`src/rtl/wb_cfg_pkg.sv`:
```
// Shared constants and types for the Wishbone configuration loader.
//   OFF_*     : register offsets within the 256-byte Wishbone window
//   MAX_BITS  : default maximum bits shifted per column per data beat
//   CNT_W     : width of a per-column bit count (holds 0..MAX_BITS)
//   state_e   : loader FSM encoding
package wb_cfg_pkg;
  localparam logic [7:0] OFF_STATUS = 8'h00;
  localparam logic [7:0] OFF_COUNT  = 8'h01;
  localparam logic [7:0] OFF_DATA   = 8'h02;

  localparam int MAX_BITS = 8;
  localparam int CNT_W    = $clog2(MAX_BITS + 1);

  typedef enum logic [1:0] {
    ST_IDLE  = 2'd0,
    ST_SHIFT = 2'd1,
    ST_ACK   = 2'd2
  } state_e;
endpackage

```
`src/rtl/cfg_col_serializer.sv`:
```
// One fabric column's serializer. Captures the column's data byte and its
// effective bit count on the start pulse, then emits one bit per cycle,
// LSB first, while the shared index is below the captured count.
//   clk, rst   : clock, async active-high reset
//   load_i     : start-of-beat pulse; captures data_i / cnt_i
//   shift_i    : loader is in its shift phase
//   data_i     : byte for this column
//   cnt_i      : effective bit count (0 when the lane is not selected)
//   idx_i      : shared bit index driven by the loader
//   en_o/din_o : column shift enable / serial bit
module cfg_col_serializer #(
  parameter int CW = 4
) (
  input  logic          clk,
  input  logic          rst,
  input  logic          load_i,
  input  logic          shift_i,
  input  logic [7:0]    data_i,
  input  logic [CW-1:0] cnt_i,
  input  logic [CW-1:0] idx_i,
  output logic          en_o,
  output logic          din_o
);
  logic [7:0]    dat_q, dat_d;
  logic [CW-1:0] cnt_q, cnt_d;
  logic [7:0]    dat_sh;

  always_comb begin
    dat_d = dat_q;
    cnt_d = cnt_q;
    if (load_i) begin
      dat_d = data_i;
      cnt_d = cnt_i;
    end
  end

  always_ff @(posedge clk or posedge rst) begin
    if (rst) begin
      dat_q <= '0;
      cnt_q <= '0;
    end else begin
      dat_q <= dat_d;
      cnt_q <= cnt_d;
    end
  end

  // Combinational from the loader state so an async reset kills en at once.
  assign dat_sh = dat_q >> idx_i;
  assign en_o   = shift_i & (idx_i < cnt_q);
  assign din_o  = en_o & dat_sh[0];
endmodule

```
`src/rtl/wb_cfg_loader.sv`:
```
// Wishbone slave that serializes configuration bytes into per-column fabric
// shift chains. One DATA write carries a byte per column; selected columns
// shift in parallel, each for its own programmed bit count.
//   wb_clk_i, wb_rst_i      : clock, async active-high reset
//   wbs_stb/cyc/we/sel/data/addr_i : Wishbone slave request
//   wbs_ack_o, wbs_data_o   : single-cycle ack, read data (0 unless acking)
//   cfg_en_o, cfg_din_o     : per-column shift enable / serial bit
//   busy_o                  : high while shifting
module wb_cfg_loader
  import wb_cfg_pkg::*;
#(
  parameter int          NCOL      = 4,
  parameter logic [31:0] BASE_ADDR = 32'h3000_0000,
  parameter int          MAX_BITS  = wb_cfg_pkg::MAX_BITS
) (
  input  logic            wb_clk_i,
  input  logic            wb_rst_i,
  input  logic            wbs_stb_i,
  input  logic            wbs_cyc_i,
  input  logic            wbs_we_i,
  input  logic [3:0]      wbs_sel_i,
  input  logic [31:0]     wbs_data_i,
  input  logic [31:0]     wbs_addr_i,
  output logic            wbs_ack_o,
  output logic [31:0]     wbs_data_o,
  output logic [NCOL-1:0] cfg_en_o,
  output logic [NCOL-1:0] cfg_din_o,
  output logic            busy_o
);
  localparam int            CW   = $clog2(MAX_BITS + 1);
  localparam logic [CW-1:0] MAXC = CW'(MAX_BITS);

  state_e                  state_q, state_d;
  logic [CW-1:0]           idx_q, idx_d;
  logic [CW-1:0]           max_q, max_d;
  logic [15:0]             beat_q, beat_d;
  logic [NCOL-1:0][CW-1:0] cnt_q, cnt_d;
  logic [7:0]              off_q, off_d;
  logic                    we_q, we_d;

  logic                    req, start;
  logic [NCOL-1:0][7:0]    lane_byte;
  logic [NCOL-1:0][CW-1:0] act_cnt;
  logic [CW-1:0]           act_max;
  logic [31:0]             rd_data;

  assign req   = wbs_stb_i & wbs_cyc_i & (wbs_addr_i[31:8] == BASE_ADDR[31:8]);
  assign start = (state_q == ST_IDLE) & req & wbs_we_i & (wbs_addr_i[7:0] == OFF_DATA);

  // Effective count per lane: unselected lanes shift nothing this beat.
  always_comb begin
    act_max = '0;
    for (int c = 0; c < NCOL; c++) begin
      act_cnt[c] = wbs_sel_i[c] ? cnt_q[c] : '0;
      if (act_cnt[c] > act_max) act_max = act_cnt[c];
    end
  end

  always_comb begin
    state_d = state_q;
    idx_d   = idx_q;
    max_d   = max_q;
    beat_d  = beat_q;
    cnt_d   = cnt_q;
    off_d   = off_q;
    we_d    = we_q;
    case (state_q)
      ST_IDLE: begin
        if (req) begin
          off_d   = wbs_addr_i[7:0];
          we_d    = wbs_we_i;
          state_d = ST_ACK;
          if (wbs_we_i) begin
            case (wbs_addr_i[7:0])
              OFF_STATUS: if (wbs_sel_i[0]) beat_d = '0;
              OFF_COUNT: begin
                for (int c = 0; c < NCOL; c++)
                  if (wbs_sel_i[c])
                    cnt_d[c] = (lane_byte[c] > 8'(MAX_BITS)) ? MAXC : lane_byte[c][CW-1:0];
              end
              OFF_DATA: begin
                idx_d = '0;
                max_d = act_max;
                if (act_max != '0) state_d = ST_SHIFT;
              end
              default: ;
            endcase
          end
        end
      end
      ST_SHIFT: begin
        idx_d = idx_q + CW'(1);
        if (idx_q == max_q - CW'(1)) state_d = ST_ACK;
      end
      ST_ACK: begin
        state_d = ST_IDLE;
        if (we_q && off_q == OFF_DATA) beat_d = beat_q + 16'd1;
      end
      default: state_d = ST_IDLE;
    endcase
  end

  always_ff @(posedge wb_clk_i or posedge wb_rst_i) begin
    if (wb_rst_i) begin
      state_q <= ST_IDLE;
      idx_q   <= '0;
      max_q   <= '0;
      beat_q  <= '0;
      cnt_q   <= {NCOL{MAXC}};
      off_q   <= '0;
      we_q    <= 1'b0;
    end else begin
      state_q <= state_d;
      idx_q   <= idx_d;
      max_q   <= max_d;
      beat_q  <= beat_d;
      cnt_q   <= cnt_d;
      off_q   <= off_d;
      we_q    <= we_d;
    end
  end

  assign wbs_ack_o = (state_q == ST_ACK);
  assign busy_o    = (state_q == ST_SHIFT);

  always_comb begin
    rd_data = '0;
    if (wbs_ack_o && !we_q) begin
      case (off_q)
        OFF_STATUS: rd_data = {busy_o, 15'b0, beat_q};
        OFF_COUNT: begin
          for (int c = 0; c < NCOL; c++) rd_data[8*c +: 8] = 8'(cnt_q[c]);
        end
        default: rd_data = '0;
      endcase
    end
  end
  assign wbs_data_o = rd_data;

  for (genvar c = 0; c < NCOL; c++) begin : g_col
    assign lane_byte[c] = wbs_data_i[8*c +: 8];
    cfg_col_serializer #(.CW(CW)) u_col (
      .clk    (wb_clk_i),
      .rst    (wb_rst_i),
      .load_i (start),
      .shift_i(busy_o),
      .data_i (lane_byte[c]),
      .cnt_i  (act_cnt[c]),
      .idx_i  (idx_q),
      .en_o   (cfg_en_o[c]),
      .din_o  (cfg_din_o[c])
    );
  end
endmodule

```
`config.mk`:
```
export PLATFORM = sky130hd
export DESIGN_NAME = wb_cfg_loader
export DESIGN_NICKNAME = d
export VERILOG_FILES = /design/src/rtl/wb_cfg_pkg.sv /design/src/rtl/cfg_col_serializer.sv /design/src/rtl/wb_cfg_loader.sv
export SDC_FILE = /design/constraint.sdc
export NUM_CORES = 1
export LEC_CHECK = 0
export ABC_AREA = 1
export BUFFER_PORTS_ARGS = -buffer_cell sky130_fd_sc_hd__buf_2
export CORE_ASPECT_RATIO = 0.7
export CORE_MARGIN = 2
export CORE_UTILIZATION = 30
export DETAILED_ROUTE_END_ITERATION = 8
export PLACE_DENSITY = 0.46
export SLEW_MARGIN = 20
export SYNTH_ARGS = -nofsm -noshare
export SYNTH_HDL_FRONTEND = slang
export SYNTH_SLANG_ARGS = --single-unit
```
`constraint.sdc`:
```
create_clock -name wb_clk_i -period 4.7 [get_ports wb_clk_i]
set_input_delay 0.705 -clock wb_clk_i [delete_from_list [all_inputs] [get_ports wb_clk_i]]
set_output_delay 0.705 -clock wb_clk_i [all_outputs]
set_load 0.1 [all_outputs]
```
==> flow_summary.yaml, run 1 <==
global_routing:
  first_global_vias: 5390
  grt_remaining_overflow: 0
  total_grt_usage_pct: 17.3
  grt_start_max_net_pins: 68
  global_route_wire_length_before_repair_um: 29700
  antenna_found_initial: 0
critical_path:
  cp_max_fo: 8
  crit_top_cell: "nand2_1"
  critical_path.reg2reg.endpoint: "state_q[0]"
  crit_path_largest_cell_delay_ps: 310
  critical_path.startpoint_type: "input port"
  cp_data_required_time_ps: 4950
  crit_slowest_cell: "ha_1"
  ff2ff_setup_slack_ps: 770
  worst_ep_arrival_time_ps: 4210
  criticalPathCategory: "in2reg"
  setup.worst_path.end_class: "flop"
  worst_r2r_startpoint: "cnt_q[3]"
  r2r_cells: 28
logic_synthesis:
  synth_ff_type: "dfrtp_1"
  synth_enable_flop_cells: 0
  synth_sequential_area_ratio_pct: 40.0
  synthesis.area_um2: 6210
  avgSynthCellArea_um2: 7.73
  synth_warnings: 0
  post_synth_num_cell_types: 45
  synth_cells: 804
  asyncSetResetFlopFracSynth_pct: 100
  ys_seq_elements: 99
layout:
  syn_to_final_growth_pct: 18.1
  most-common-layout-cells: "inv_1 (160), nand2_1 (130), buf_2 (105)"
  final_instance_area_um2: 7340
  layout-drive-gt1-share_pct: 17.7
  final_nets: 1004
  leading_cell_type_in_the_layout_fill_and_taps_excluded: "inv_1"
  antenna_cells_inserted: 0
sta:
  layout_worst_path_cycle_share_pct: 84.2
  rsz0062_at_grt: "no"
  slew-limit-headroom_pct: 33.5
  hold_viol: 0
  finalMaxSlewViolations: 0
  final_critical_delay_including_setup_and_external_delays_ps: 3960
  final-setup-viol-count: 0
  finalClockSkew_ps: 8.72
  max_fclk_mhz: 253
  hold-worst-slack_ps: 480
  tightestPinTransition_ps: 989
cts:
  cts_repair_resize_count: 0
  cts.clk_slew.worst_paths_ps: 80
  postCtsSetupRepairBufs: 0
  cts_num_sinks: 99
  number_of_buffers_inserted_during_clock_tree_synthesis: 9
  cts.hold.buffers_added: 0
  cts_tree: "done"
  max_root_sink_buffers: 2
  clk_root_buffer_cell: "clkbuf_16"
  worstSkewPairLatency_ps: 360
  cts_htree_levels: 3
pwr:
  peakVddDrop_mv: 0.155
  power_density_nw_per_um2: 237
  p_leak_nw: 3.92
placement:
  dpl.hpwl_um: 14300
  place.port_buffers: 106
  routabilityCongestion: 0.873
  dpl-instance-area_um2: 7040
hold_path:
  worst_hold_path_type: "reg2reg"
  timing.hold.worst_endpoint: "off_q[4]"
  min_from: "off_q[4]"
  timing.hold.worst_path_depth: 2
status:
  status: "finished clean"
floorplan:
  fp.coreArea_um2: 20100
  top_level_ports: 115
  std_cell_rows: 43
  die_width_um: 176
  floorplan.initialDensity_pct: 31.0
  fp.dieH_um: 124
  dieArea_um2: 21900
detailed_routing:
  dr_wl_met3_um: 740
  wl_um: 18100
  detail_route.drc_violations: 0
  avgViaCountPerCell: 4.71
  drt_pre_antenna_iters: 5
  met2_length_um: 7050
  drt-initial-drc-count: 318
  postRouteAntennaNets: 0
  wl_met1_um: 10100
  highest_layer: "met4"
  routed_wire_length_per_instance_um: 15.3
  dr_total_vias: 5565
flow_run:
  maxCapViolations: 0
==> critical path, delay by kind of cell <==
kind                     cells  cell delay, ps
AND/OR/NAND/NOR             18            1560
adder cells (fa/ha/maj)      3             910
AO/OA/AOI/OAI                4             610
buffers and inverters        4             400
==> area by class of cell <==
cell class	instances	area (um2)
Clock buffer	9	225
Inverter	162	612
Timing Repair Buffer	119	656
Sequential cell	99	2480
Tap cell	270	338
Clock inverter	7	70.1
Multi-Input combinational cell	515	2960
Fill cell	2147	12700
==> per-stage QoR <==
stage                     setup slack, ps  utilization (%)  cells  power, mW  setup TNS [ps]
after floorplan                      -776                -    811      0.951           -8940
after global placement                470             35.1   1165       1.00               0
after detailed placement              405             35.1   1165       1.00               0
after CTS                             799             36.6   1181       1.76               0
after global routing                  401             36.6   1181       1.81               0
final                                 742             36.6   1181       1.74               0
==> cells by family after synthesis <==
logic type      count (synthesis)  synth area share [%]
buf+inv                       197                  13.1
other cells                     1                0.0604
fa+ha+maj                      25                  5.04
xor+xnor                        7                 0.987
mux                            27                  4.35
simple gates                  316                  23.5
compound gates                132                  13.0
flops                          99                  40.0
==> where the power goes <==
| group | switching [mW] | total [mW] | internal (mW) | leakage, nW |
|---|---|---|---|---|
| registers | 0.0000000778 | 0.851 | 0.851 | 1.32 |
| logic | 0.0976 | 0.135 | 0.0372 | 2.46 |
| clock network | 0.378 | 0.753 | 0.375 | 0.142 |
| total | 0.475 | 1.74 | 1.26 | 3.92 |
==> worst max-delay path by stage <==
stage | from | to | slack [ps]
3_5_place_dp | wbs_sel_i[0] | state_q[0] | 400
4_1_cts | wbs_sel_i[0] | state_q[0] | 800
3_3_place_gp | wbs_sel_i[0] | state_q[0] | 470
2_1_floorplan | state_q[0] | wbs_data_o[24] | -780
5_1_grt | wbs_sel_i[0] | state_q[0] | 400
6_report | wbs_sel_i[0] | state_q[0] | 740
==> synthesized netlist by cell type (all sizes together) (10+ instances only) <==
library cell / instances / area [um2]
a21oi: 16 / 87.6
buf: 22 / 156
clkbuf: 13 / 48.8
dfrtp: 95 / 2380
ha: 25 / 313
inv: 161 / 604
mux2i: 27 / 270
nand2: 140 / 566
nand3: 33 / 175
nand4: 20 / 125
nor2: 73 / 277
nor3: 22 / 110
nor3b: 10 / 85.1
nor4: 13 / 81.3
o21ai: 66 / 330
o22ai: 14 / 87.6
==> registers in the layout, indices dropped and copies added, names as in the netlist <==
signal             count
beat_q                16
cnt_q                 16
g_col.u_col.cnt_q     16
g_col.u_col.dat_q     32
idx_q                  4
max_q                  4
off_q                  8
state_q                2
we_q                   1
==> layer usage <==
| layer | track usage, % | vias up |
|---|---|---|
| li1 | - | 2822 |
| met1 | 27.8 | 2601 |
| met2 | 23.7 | 129 |
| met3 | 2.93 | 13 |
| met4 | 3.45 | 0 |
| met5 | 0 | - |
(Power assumes the default switching activity.)
==> run 2: changes to the inputs <==
- ABC_AREA: 1 -> 0
- PLACE_DENSITY: 0.46 -> 0.47
- clock period: 4.7 -> 3.88 ns (I/O delays scaled with it)
==> flow_summary.yaml, run 2 <==
status:
  status: "complete, but fails checks"
  failed_checks: "negative setup slack"
critical_path:
  critical_path.reg2reg.endpoint: "state_q[0]"
  crit_path_largest_cell_delay_ps: 620
  worst_ep_arrival_time_ps: 4790
  cp_data_required_time_ps: 4110
  cp_max_fo: 7
  criticalPathCategory: "reg2reg"
  crit_slowest_cell: "or4_4"
  timing.critical_path.max_delay_family: "compound AO/OA/AOI/OAI gates"
  path_cells: "nand2_4 > ha_4 > nand2_2 > or3_4 > a21oi_4 > nor2_1 > ha_1 > a21oi_2 > buf_4 > a31oi_4 > or4_4 > o31ai_4 > ha_1 > o21a_1 > o21a_1 > o21ai_4 > mux2_4 > nand4_1 > o31a_1"
  setup.worst_path.end_class: "flop"
  critical_path.startpoint_type: "flop"
  ff2ff_setup_slack_ps: -670
  worst_r2r_startpoint: "cnt_q[3]"
  critical_path.n_buffers_inverters: 1
  r2r_cells: 19
detailed_routing:
  wl_um: 15500
  avgViaCountPerCell: 4.82
  drt-initial-drc-count: 170
  drt_pre_antenna_iters: 4
  routed_wire_length_per_instance_um: 15.8
  dr_total_vias: 4731
  postRouteAntennaNets: 0
  detail_route.drc_violations: 0
sta:
  final_setup_tns_ps: -3800
  hold_viol: 0
  layout_worst_path_cycle_share_pct: 117
  finalMaxSlewViolations: 0
  max_fclk_mhz: 220
  rsz0062_at_grt: "yes"
  final_critical_delay_including_setup_and_external_delays_ps: 4550
  slew-limit-headroom_pct: 40.7
  final_critical_path_setup_slack_ps: -673
  final-setup-viol-count: 6
  hold-worst-slack_ps: 387
  tightestPinTransition_ps: 890
  finalClockSkew_ps: 5.69
floorplan:
  dieArea_um2: 20400
  floorplan.initialDensity_pct: 30.6
  fp.dieH_um: 120
  fp.coreArea_um2: 18900
  top_level_ports: 115
  die_width_um: 170
  std_cell_rows: 42
layout:
  leading_cell_type_in_the_layout_fill_and_taps_excluded: "buf_2"
  syn_to_final_growth_pct: 29.4
  final_instance_area_um2: 7470
  layout-drive-gt1-share_pct: 38.4
  final_nets: 832
  max_ffs_per_register: 32
  max_flop_register: "g_col.u_col.dat_q"
  antenna_cells_inserted: 0
  final_cell_count_no_fill: 981
  most-common-layout-cells: "buf_2 (106), dfrtp_1 (95), nand2_1 (73)"
  layout.core_utilization_pct: 39.6
cts:
  cts_num_sinks: 99
  cts_tree: "done"
  clk_root_buffer_cell: "clkbuf_16"
  worstSkewPairLatency_ps: 350
  max_root_sink_buffers: 2
  number_of_buffers_inserted_during_clock_tree_synthesis: 9
  cts_htree_levels: 3
  cts.clk_slew.worst_paths_ps: 70
pwr:
  power.total_mw: 2.13
  power_density_nw_per_um2: 286
  p_leak_nw: 3.51
  netSwitchingPower_uw: 469
  sw_frac_of_total_pct: 22.0
  cell_internal_pwr_mw: 1.67
  power.clock.fraction_pct: 46.5
  power_frac_seq_pct: 48.3
  peakVddDrop_mv: 0.190
  combinationalPowerShare_pct: 5.2
logic_synthesis:
  post_synth_num_cell_types: 56
  avgSynthCellArea_um2: 9.76
  synthesis.area_um2: 5770
  synth_ff_type: "dfrtp_1"
  netlist.top_cell.by_area: "dfrtp_1"
  synth.top_cells.by_count: "dfrtp_1 (95), nand2_1 (81), o21ai_0 (59)"
  synth_sequential_area_ratio_pct: 43.0
  asyncSetResetFlopFracSynth_pct: 100
  synth_warnings: 0
  ys_seq_elements: 99
  synth_cells: 591
  post-synth-top-area-fraction_pct: 41.2
  synth_enable_flop_cells: 0
  synth_most_common_cell: "dfrtp_1"
  ys_top_cells_by_area: "dfrtp_1 (41%), mux2_2 (8.4%), ha_1 (5.4%)"
placement:
  dpl.hpwl_um: 11800
  post-place-ws_ps: -1040
  place.port_buffers: 106
  placed_cells_incl_taps: 956
  routabilityCongestion: 0.806
  dpl-instance-area_um2: 6900
global_routing:
  antenna_found_initial: 0
  grt_remaining_overflow: 0
  grt_start_max_net_pins: 86
  total_grt_usage_pct: 15.9
  global_route_wire_length_before_repair_um: 25400
  first_global_vias: 4848
flow_run:
  maxCapViolations: 0
hold_path:
  worst_hold_path_type: "in2async"
run 2: cell types whose count changed after synthesis, sizes merged, moves of 14 or more:
cell,change
inv,-130
nand2,-58
nor2,-47
mux2,+43
nand3,-20
o22ai,-14
run 2: worst reg2reg max path, cell delays in order (launching register included):
cell and delay, ps:
dfstp_2 570, nand2_4 70, ha_4 280, nand2_2 90, or3_4 370, a21oi_4 140
nor2_1 50, ha_1 300, a21oi_2 140, buf_4 150, a31oi_4 50, or4_4 620
o31ai_4 190, ha_1 270, o21a_1 110, o21a_1 190, o21ai_4 280, mux2_4 220
nand4_1 90, o31a_1 250
run 2: layer usage:
layer  track usage [%]  up-vias  part of all wire (%)  routed length (um)
met5                 0        -                     0                   0
met4              3.53        0                  0.63                  97
met3              3.40        9                   5.9                 919
met2              24.5      103                    44                6790
met1              22.9     2252                    50                7680
li1                  -     2367                     -                   -
run 2: layout make-up:
type / instances / area [um2]
fill: 1898 / 11400
multi-input combinational: 431 / 3270
sequential: 99 / 2480
timing repair buffer: 162 / 962
tap: 242 / 303
clock buffer: 14 / 264
inverter: 31 / 124
clock inverter: 2 / 60.1
run 2: worst max path at each step:
stage | startpoint | endpoint | slack, ps | cells after the start
floorplan | wbs_sel_i[1] | state_q[0] | -720 | 21
global placement | wbs_sel_i[1] | state_q[0] | -930 | 21
detailed placement | wbs_sel_i[1] | state_q[0] | -1040 | 21
CTS | cnt_q[7] | state_q[0] | -670 | 20
global route | cnt_q[3] | state_q[0] | -860 | 19
finish | cnt_q[3] | state_q[0] | -670 | 19
run 2: cells by family after synthesis:
kind of cell               count (synthesis)  share of synthesized area [%]
buffers and inverters                     68                           5.62
adders and majority gates                 25                           5.42
AOI/OAI and AO/OA                        121                           13.0
muxes                                     66                           14.2
and+or+nand+nor                          203                           17.5
DFF                                       99                           43.0
other                                      1                         0.0650
xor gates and xnor gates                   8                           1.21
run 2: power groups by stage:
| stage | Clock, mW | Combinational, mW | Sequential [mW] |
|---|---|---|---|
| 2_1_floorplan | 0 | 0.0608 | 1.05 |
| 3_3_place_gp | 0 | 0.111 | 1.05 |
| 3_5_place_dp | 0 | 0.113 | 1.05 |
| 4_1_cts | 1.02 | 0.113 | 1.03 |
| 5_1_grt | 1.06 | 0.123 | 1.03 |
| 6_report | 0.992 | 0.111 | 1.03 |
run 2: what timing repair did:
item	4_1_cts	5_1_grt
buffers inserted	6	3
endpoints found under the setup margin	6	6
pin swaps	19	10
resized for setup	11	19
hold buffers	0	0
gates cloned	0	0
==> run 3: changes to the inputs <==
- CTS_BUF_LIST: unset -> sky130_fd_sc_hd__clkbuf_4 sky130_fd_sc_hd__clkbuf_8 sky130_fd_sc_hd__clkbuf_16
- MAX_ROUTING_LAYER: unset -> met4
==> flow_summary.yaml, run 3 (synthesized netlist as in run 2, its figures left out) <==
sta:
  tightestPinTransition_ps: 872
  finalMaxSlewViolations: 0
  hold_viol: 0
  final_critical_delay_including_setup_and_external_delays_ps: 4550
  slew-limit-headroom_pct: 41.9
  final_critical_path_setup_slack_ps: -674
  layout_worst_path_cycle_share_pct: 117
  final-setup-viol-count: 6
  finalClockSkew_ps: 6.17
  max_fclk_mhz: 220
  rsz0062_at_grt: "yes"
pwr:
  power_density_nw_per_um2: 288
  peakVddDrop_mv: 0.189
  p_leak_nw: 3.52
detailed_routing:
  dr_total_vias: 4777
  wl_um: 15500
  routed_wire_length_per_instance_um: 15.8
  drt_pre_antenna_iters: 4
  drt-initial-drc-count: 168
  postRouteAntennaNets: 0
  avgViaCountPerCell: 4.87
  detail_route.drc_violations: 0
critical_path:
  cp_max_fo: 7
  r2r_cells: 19
  criticalPathCategory: "reg2reg"
  crit_path_largest_cell_delay_ps: 620
  ff2ff_setup_slack_ps: -670
  critical_path.startpoint_type: "flop"
  setup.worst_path.end_class: "flop"
  worst_ep_arrival_time_ps: 4790
  crit_slowest_cell: "or4_4"
  path_cells: "nand2_4 > ha_4 > nand2_2 > or3_4 > a21oi_4 > nor2_1 > ha_1 > a21oi_2 > buf_4 > a31oi_4 > or4_4 > o31ai_4 > ha_1 > o21a_1 > o21a_1 > o21ai_4 > mux2_4 > nand4_1 > o31a_1"
  cp_data_required_time_ps: 4120
  critical_path.reg2reg.endpoint: "state_q[0]"
  worst_r2r_startpoint: "cnt_q[3]"
placement:
  placed_cells_incl_taps: 956
  routabilityCongestion: 0.817
  dpl-instance-area_um2: 6900
  place.port_buffers: 106
  dpl.hpwl_um: 11800
cts:
  number_of_buffers_inserted_during_clock_tree_synthesis: 9
  cts.hold.buffers_added: 0
  cts_num_sinks: 99
  cts_htree_levels: 3
  cts_tree: "done"
  worstSkewPairLatency_ps: 350
  cts.clk_slew.worst_paths_ps: 70
  max_root_sink_buffers: 2
  clk_root_buffer_cell: "clkbuf_16"
global_routing:
  grt_start_max_net_pins: 86
  global_route_wire_length_before_repair_um: 25400
  grt_remaining_overflow: 0
  antenna_found_initial: 0
  first_global_vias: 4860
  total_grt_usage_pct: 16.3
layout:
  max_ffs_per_register: 32
  most-common-layout-cells: "buf_2 (106), dfrtp_1 (95), nand2_1 (73)"
  layout-drive-gt1-share_pct: 38.8
  antenna_cells_inserted: 0
  final_nets: 832
  max_flop_register: "g_col.u_col.dat_q"
  final_cell_count_no_fill: 981
  final_instance_area_um2: 7480
  syn_to_final_growth_pct: 29.6
  leading_cell_type_in_the_layout_fill_and_taps_excluded: "buf_2"
status:
  failed_checks: "negative setup slack"
  status: "complete, but fails checks"
floorplan:
  std_cell_rows: 42
  fp.dieH_um: 120
  dieArea_um2: 20400
  top_level_ports: 115
  die_width_um: 170
  floorplan.initialDensity_pct: 30.6
  fp.coreArea_um2: 18900
flow_run:
  maxCapViolations: 0
hold_path:
  worst_hold_path_type: "in2async"
run 3: metal layers:
metal  GRT usage (%)  part of all wire (%)  wire length [um]  up-vias
met5               -                     0                 0        -
met1            22.8                    49              7510     2284
met2            24.7                    44              6820      114
li1                -                     -                 -     2368
met4            3.37                  0.82               127        0
met3            3.33                   6.5              1000       11
run 3: power breakdown:
| part | leakage (nW) | switching [mW] | total, mW | internal, mW |
|---|---|---|---|---|
| sequential | 1.29 | 0.000000146 | 1.03 | 1.03 |
| clock | 0.167 | 0.388 | 1.01 | 0.623 |
| combinational | 2.07 | 0.0792 | 0.111 | 0.0315 |
run 3: worst max-delay path: cells and delay by family (launching register included):
kind / cells / cell delay [ps]
muxes: 1 / 220
adders and majority gates: 3 / 850
AOI/OAI and AO/OA: 8 / 1350
buffers and inverters: 1 / 150
DFF: 1 / 560
and+or+nand+nor: 6 / 1280
run 3: worst max path at each step:
stage                 startpoint    endpoint  slack [ps]
floorplan           wbs_sel_i[1]  state_q[0]        -720
global placement    wbs_sel_i[1]  state_q[0]        -930
detailed placement  wbs_sel_i[1]  state_q[0]       -1040
CTS                     cnt_q[7]  state_q[0]        -670
global route            cnt_q[3]  state_q[0]        -860
finish                  cnt_q[3]  state_q[0]        -670
run 3: repair_timing:
item,in CTS,in global routing
buffers inserted,6,3
resized for setup,11,19
setup endpoints to repair,6,6
pin swaps,19,10
run 3: stage by stage:
step,hold WS [ps],setup TNS (ps),power (mW),setup WS (ps),utilization [%]
4_1_cts,460,-3900,2.19,-674,38.9
3_3_place_gp,465,-5140,1.16,-929,36.6
5_1_grt,469,-4960,2.24,-857,39.6
2_1_floorplan,442,-3560,1.11,-720,-
3_5_place_dp,471,-5850,1.16,-1040,36.6
6_report,386,-3830,2.15,-674,39.6
run 3: final cells by class:
type                       instances  area, um2
clock inverter                     2       60.1
timing repair buffer             162        962
tap                              242        303
inverter                          31        124
sequential                        99       2480
multi-input combinational        431       3270
clock buffer                      14        275
fill                            1903      11400
